`src/rtl/mux_sel_arbiter.sv`:
```
// Round-robin arbiter that owns the select lines of a shared 8-to-1 data mux.
// Optional forced-release hold timeout is built when MUX_ARB_TIMEOUT_EN is defined.
module mux_sel_arbiter #(
    parameter int unsigned MAX_HOLD = 16
) (
    input  logic       clk,
    input  logic       rst_n,
    input  logic [7:0] i_req,
    input  logic       i_done,
    output logic [2:0] o_sel,
    output logic [7:0] o_grant,
    output logic       o_busy,
    output logic       o_timeout
);

    typedef enum logic [0:0] {StIdle, StGrant} state_e;

    if (MAX_HOLD < 2 || MAX_HOLD > 256) begin : g_hold_range
        $error("mux_sel_arbiter: MAX_HOLD must be in 2..256");
    end

    state_e     r_state;
    state_e     w_state_nxt;
    logic [2:0] r_ptr;
    logic [2:0] r_sel;
    logic [7:0] r_grant;
    logic       r_busy;
    logic       r_timeout;

    logic [2:0] w_ptr_nxt;
    logic [2:0] w_sel_nxt;
    logic [7:0] w_grant_nxt;
    logic       w_busy_nxt;
    logic       w_timeout_nxt;

    logic [2:0] w_pick;
    logic       w_any;
    logic       w_owner_req;
    logic       w_fire;
    logic       w_release;

    // First requester at or after the priority pointer, wrapping modulo 8.
    always_comb begin
        w_any  = 1'b0;
        w_pick = r_ptr;
        for (int unsigned i = 0; i < 8; i++) begin
            if (!w_any && i_req[r_ptr + 3'(i)]) begin
                w_any  = 1'b1;
                w_pick = r_ptr + 3'(i);
            end
        end
    end

    // r_sel always holds the current owner's index while in GRANT.
    assign w_owner_req = i_req[r_sel];

`ifdef MUX_ARB_TIMEOUT_EN
    localparam logic [7:0] HoldLast = 8'(MAX_HOLD - 1);

    logic [7:0] r_hold;

    always_ff @(posedge clk or negedge rst_n) begin
        if (!rst_n) begin
            r_hold <= 8'd0;
        end else if (r_state == StIdle) begin
            r_hold <= 8'd0;
        end else begin
            r_hold <= r_hold + 8'd1;
        end
    end

    // Forced release only when the owner would otherwise keep the mux.
    assign w_fire = (r_state == StGrant) && !i_done && w_owner_req && (r_hold == HoldLast);
`else
    assign w_fire = 1'b0;
`endif

    assign w_release = (r_state == StGrant) && (i_done || !w_owner_req || w_fire);

    always_ff @(posedge clk or negedge rst_n) begin
        if (!rst_n) begin
            r_state <= StIdle;
        end else begin
            r_state <= w_state_nxt;
        end
    end

    always_comb begin
        w_state_nxt = r_state;
        unique case (r_state)
            StIdle:  if (w_any)     w_state_nxt = StGrant;
            StGrant: if (w_release) w_state_nxt = StIdle;
            default: w_state_nxt = StIdle;
        endcase
    end

    // Next values of the registered outputs and the priority pointer.
    always_comb begin
        w_ptr_nxt     = r_ptr;
        w_sel_nxt     = r_sel;
        w_grant_nxt   = r_grant;
        w_busy_nxt    = r_busy;
        w_timeout_nxt = 1'b0;
        unique case (r_state)
            StIdle: begin
                if (w_any) begin
                    w_grant_nxt = 8'b1 << w_pick;
                    w_sel_nxt   = w_pick;
                    w_busy_nxt  = 1'b1;
                end
            end
            StGrant: begin
                if (w_release) begin
                    w_grant_nxt   = 8'd0;
                    w_busy_nxt    = 1'b0;
                    w_ptr_nxt     = r_sel + 3'd1;
                    w_timeout_nxt = w_fire;
                end
            end
            default: begin
                w_grant_nxt = 8'd0;
                w_busy_nxt  = 1'b0;
            end
        endcase
    end

    always_ff @(posedge clk or negedge rst_n) begin
        if (!rst_n) begin
            r_ptr     <= 3'd0;
            r_sel     <= 3'd0;
            r_grant   <= 8'd0;
            r_busy    <= 1'b0;
            r_timeout <= 1'b0;
        end else begin
            r_ptr     <= w_ptr_nxt;
            r_sel     <= w_sel_nxt;
            r_grant   <= w_grant_nxt;
            r_busy    <= w_busy_nxt;
            r_timeout <= w_timeout_nxt;
        end
    end

    assign o_sel     = r_sel;
    assign o_grant   = r_grant;
    assign o_busy    = r_busy;
    assign o_timeout = r_timeout;

endmodule

```
`config.mk`:
```
export PLATFORM = sky130hd
export DESIGN_NAME = mux_sel_arbiter
export DESIGN_NICKNAME = d
export VERILOG_FILES = /design/src/rtl/mux_sel_arbiter.sv
export SDC_FILE = /design/constraint.sdc
export NUM_CORES = 1
export LEC_CHECK = 0
export ABC_AREA = 0
export ABC_CLOCK_PERIOD_IN_PS = 4200
export CAP_MARGIN = 20
export CORE_UTILIZATION = 55
export CTS_BUF_LIST = sky130_fd_sc_hd__clkbuf_16
export DETAILED_ROUTE_END_ITERATION = 10
export PLACE_DENSITY_LB_ADDON = 0.08
export SLEW_MARGIN = 20
export SYNTH_ARGS = -nofsm -noshare
export SYNTH_HDL_FRONTEND = slang
export SYNTH_SLANG_ARGS = --single-unit
```
`constraint.sdc`:
```
create_clock -name clk -period 4.2 [get_ports clk]
set_clock_uncertainty 0.15 [all_clocks]
set_input_delay 0.84 -clock clk [delete_from_list [all_inputs] [get_ports clk]]
set_output_delay 0.84 -clock clk [all_outputs]
set_load 0.02 [all_outputs]
```
==> impl_metrics.yaml, run 1 <==
finish:
  n_fill_cell: 252
  mostFrequentLayoutCell: "nand2_1"
  layout_common_cells: "27 x nand2_1, 22 x clkdlybuf4s50_1, 16 x dfrtp_1, 12 x mux4_2, 11 x mux2i_1"
  drive_gt1_frac: 0.178
  area_growth_pct: 14.5
  fin_nets: 212
  antennaDiodeCount: 0
global_routing:
  grt_pass1_wl_um: 6750
  top_usage_layer: "met2"
  gr-total-overflow: 0
  grt_max_degree: 22
  met3_usage: 0.0415
  use_met2: 0.406
  grt_usage: 0.254
  grtUsageMet1: 0.368
  grt_pass1_vias: 1406
  antenna_found_initial: 0
sta:
  setup_violations: 0
  tns_ns: 0
  tightestPinTransition_ns: 0.738
  timing.final.crit_period_ns: 3.64
  maxSlewHeadroom: 0.508
  max_freq_ghz: 0.275
  final-hold-violation-count: 0
  report.final.slew_viol_count: 0
  period_share: 0.866
  rsz0062_at_grt: "no"
floorplan:
  dieArea_sq_um: 3500
  die-height_um: 59.2
  coreArea_sq_um: 3080
  start_util: 0.584
  row_count: 20
  io_pins: 24
  die_w_um: 59.2
worst_setup_path:
  cp.arrival_ns: 3.61
  worstPathRequired_ns: 4.17
  crit_slowest_cell: "clkdlybuf4s50_1"
  endpoint_kind: "register"
  cp_max_fo: 11
  cp_cell_sequence: "clkdlybuf4s50_1, mux2i_1, mux4_2, a32o_1, nor2b_1, buf_4, a31o_1, inv_2, mux2_1"
  critPathMaxStageDelay_ns: 0.63
  crit_buf_inv: 3
  crit_type: "input port to register"
  cp-start-kind: "input port"
  cpLargestDelayFamily: "multiplexers"
place:
  port_buffers: 22
  gp_congestion: 0.851
  hpwlAfterDp_um: 3110
synth:
  async_reset_ff_frac: 1.00
  ys_seq_elements: 16
  synth-edff-count: 0
  synth_top_flop_cell: "dfrtp_1"
  syn_nets: 195
  syn_avg_cell_area_sq_um: 9.93
  synth_cells: 181
  yosysUniqueCellTypes: 58
  syn_area_sq_um: 1800
  seq_area_frac_synth: 0.223
  ys_warn_count: 0
run_status:
  status: "finished clean"
routing:
  drt-initial-drc-count: 52
  vias_per_cell: 6.40
  drt_pass1_iterations: 5
  postRouteAntennaNets: 0
  wire_per_inst_um: 16.9
  drcViolationCount: 0
  vias: 1542
  drt_wl_total_um: 4070
clock_network:
  clock_sinks: 16
  cts_tree: "done"
  ctsLongestPathBuffers: 2
  h-tree-depth: 1
  path_clk_slew_ns: 0.05
  hold_buffers: 0
  root_buffer: "clkbuf_16"
  clkLatencyLatePin_ns: 0.25
  cts_resized: 0
  cts_setup_buffers: 0
  cts_inserted_buffers: 3
run:
  maxCapViolCount: 0
worst_hold_path:
  holdCritPathClass: "register to register"
logic make-up (layout without fill, tap and decap cells):
kind of cell / Yosys count / count (layout) / share of synthesized area
AOI/OAI and AO/OA: 52 / 52 / 0.248
xor gates and xnor gates: 6 / 6 / 0.0292
adders and majority gates: 3 / 3 / 0.0209
buffers and inverters: 22 / 38 / 0.0828
DFF: 16 / 16 / 0.223
muxes: 28 / 28 / 0.254
other: 1 / 1 / 0.00209
and+or+nand+nor: 53 / 53 / 0.140
through the flow:
stage	area (sq um)	hold WS, ns	utilization	cells	setup WS (ns)
final	2060	0.329	0.669	241	0.565
after detailed placement	1980	0.323	0.643	237	0.341
after global routing	2060	0.363	0.669	241	0.383
after floorplan	1800	0.333	-	181	0.807
after global placement	1980	0.318	0.643	237	0.395
after CTS	2060	0.339	0.669	241	0.602
synth_stat cells, types with 3 or more instances:
master    count  area share
xnor2_1       4       0.019
a32o_1        4       0.022
nor2_1        7       0.015
buf_6         6       0.038
dfrtp_1      16        0.22
nand3_1       4       0.011
o21ai_0       7       0.019
a22oi_1       3       0.013
nand2b_1      4       0.014
o31ai_1       5       0.021
nand2_1      27       0.056
inv_1         8       0.017
ha_1          3       0.021
mux2i_1      11       0.061
a21oi_1       8       0.022
mux4_2       12        0.15
cell type report:
cell class / count / area (sq um) / area share
multi-input cells: 143 / 1250 / 0.606
clock buffers: 3 / 75.1 / 0.0365
clock inverters: 1 / 3.75 / 0.00182
repair buffers: 25 / 243 / 0.118
well taps: 44 / 55.1 / 0.0267
flip-flops and latches: 16 / 400 / 0.194
inverters: 9 / 33.8 / 0.0164
worst register-to-register path, cell delays in order (launching register included):
cell and delay [ns]:
dfrtp_1 0.34, inv_1 0.09, ha_1 0.72, mux2i_1 0.20
mux4_2 0.54, a32o_1 0.32, nor2b_1 0.14, buf_4 0.17
a31o_1 0.33, inv_2 0.15, mux2_1 0.33
metal layers:
layer,vias to the layer above,share of wire,routed length [um]
li1,718,-,-
met1,757,0.46,1870
met2,63,0.48,1950
met3,4,0.055,225
met4,0,0.0074,30
met5,-,0,0
path summary, 6_finish.rpt:
kind | startpoint | endpoint | slack, ns | cells past startpoint
worst min register to register | o_grant[6] | o_grant[6] | 0.33 | 2
worst min-delay path | o_grant[6] | o_grant[6] | 0.33 | 2
worst max register to register | r_ptr[0] | o_sel[0] | 0.58 | 10
min in group asynchronous | rst_n | o_grant[2] | 0.87 | 1
worst max-delay path | i_req[7] | o_sel[0] | 0.56 | 9
max in group asynchronous | rst_n | o_sel[0] | 2.60 | 1
sequential cells by signal, summed over array words and instances, names as in the netlist:
register	cells
r_ptr	3
o_busy	1
o_sel	3
o_grant	8
r_state	1
Power of run 1 is not shown: default switching activity piles up to over one toggle a cycle in this logic, so the estimate is an artifact.
==> run 2: changes to the inputs <==
--- a/config.mk
+++ b/config.mk
@@ -11,7 +11,7 @@
 export CORE_UTILIZATION = 55
 export CTS_BUF_LIST = sky130_fd_sc_hd__clkbuf_16
 export DETAILED_ROUTE_END_ITERATION = 10
-export PLACE_DENSITY_LB_ADDON = 0.08
+export PLACE_DENSITY = 0.8
 export SLEW_MARGIN = 20
 export SYNTH_ARGS = -nofsm -noshare
 export SYNTH_HDL_FRONTEND = slang
==> impl_metrics.yaml, run 2 (synthesis gave the netlist of run 1 again) <==
place:
  port_buffers: 22
  numPlacedInstances: 237
  gp_congestion: 0.909
  hpwlAfterDp_um: 3100
routing:
  met3_length_um: 189
  drt-initial-drc-count: 53
  wire_per_inst_um: 16.9
  drcViolationCount: 0
  postRouteAntennaNets: 0
  vias_per_cell: 6.28
  drt_wl_total_um: 4070
  drt_pass1_iterations: 4
  route.met2.wl_um: 2000
  vias: 1513
  wl_met1_um: 1860
  highest_layer: "met4"
global_routing:
  gr-total-overflow: 0
  grt_pass1_vias: 1401
  antenna_found_initial: 0
  grt_max_degree: 22
  grt_usage: 0.260
  grt_pass1_wl_um: 6820
sta:
  tns_ns: 0
  maxSlewHeadroom: 0.532
  timing.final.crit_period_ns: 3.63
  tightestPinTransition_ns: 0.701
  rsz0062_at_grt: "no"
  max_freq_ghz: 0.276
  period_share: 0.863
  final-hold-violation-count: 0
  setup_violations: 0
  report.final.slew_viol_count: 0
clock_network:
  root_buffer: "clkbuf_16"
  hold_buffers: 0
  clkLatencyLatePin_ns: 0.25
  cts_tree: "done"
  cts_inserted_buffers: 3
  h-tree-depth: 1
  cts_resized: 0
  ctsLongestPathBuffers: 2
  path_clk_slew_ns: 0.05
  clock_sinks: 16
  cts_setup_buffers: 0
finish:
  drive_gt1_frac: 0.178
  seqCellArea_sq_um: 400
  n_fill_cell: 232
  layout_common_cells: "27 x nand2_1, 22 x clkdlybuf4s50_1, 16 x dfrtp_1, 12 x mux4_2, 11 x mux2i_1"
  mostFrequentLayoutCell: "nand2_1"
  finalNonFillerCells: 241
  fin_util: 0.669
  largest_register_ffs: 8
  fin_nets: 212
  multiInputGateArea_sq_um: 1250
  area_growth_pct: 14.5
  antennaDiodeCount: 0
worst_setup_path:
  cp.arrival_ns: 3.61
  crit_start: "r_ptr[0]"
  cp-start-kind: "register"
  cp_max_fo: 14
  worstPathRequired_ns: 4.19
  endpoint_kind: "register"
  r2r-start: "r_ptr[0]"
  crit_type: "register to register"
worst_hold_path:
  holdCritPathClass: "register to register"
  min_from: "o_grant[6]"
floorplan:
  row_count: 20
  coreArea_sq_um: 3080
  die_w_um: 59.2
  dieArea_sq_um: 3500
  io_pins: 24
  start_util: 0.584
  die-height_um: 59.2
run_status:
  status: "finished clean"
run:
  maxCapViolCount: 0
## run 2: worst max-delay path, cell delays in order, from the launching register on
cell and delay [ns]:
dfrtp_1 0.34, inv_1 0.09, ha_1 0.71, mux2i_1 0.19, mux4_2 0.54, a32o_1 0.33, and3_1 0.20, a221o_1 0.31
a32oi_4 0.27, nor2_1 0.11, a32o_1 0.28
## run 2: final timing paths
check                      depth (start not counted)         end  slack [ns]
setup reg to reg                                  10  o_grant[0]        0.57
hold reg to reg                                    2  o_grant[6]        0.33
setup / recovery                                  10  o_grant[0]        0.57
hold / removal                                     2  o_grant[6]        0.33
min in group asynchronous                          1  o_grant[0]        0.86
max in group asynchronous                          1    o_sel[0]        2.60
## run 2: metrics by stage
step / setup slack, ns / instance area [sq um] / hold slack [ns]
2_1_floorplan: 0.807 / 1800 / 0.333
3_3_place_gp: 0.449 / 1980 / 0.316
3_5_place_dp: 0.344 / 1980 / 0.323
4_1_cts: 0.579 / 2060 / 0.334
5_1_grt: 0.432 / 2060 / 0.375
6_report: 0.573 / 2060 / 0.329
## run 2: layout make-up
class	count	share of cell area
Timing Repair Buffer	25	0.118
Multi-Input combinational cell	143	0.606
Sequential cell	16	0.194
Clock inverter	1	0.00182
Clock buffer	3	0.0365
Tap cell	44	0.0267
Inverter	9	0.0164
## run 2: layer usage
metal | vias to the layer above | track usage
met3 | 4 | 0.0480
li1 | 721 | -
met5 | - | 0
met4 | 0 | 0.0306
met2 | 48 | 0.419
met1 | 740 | 0.379
Power of run 2 is left out for the same reason.
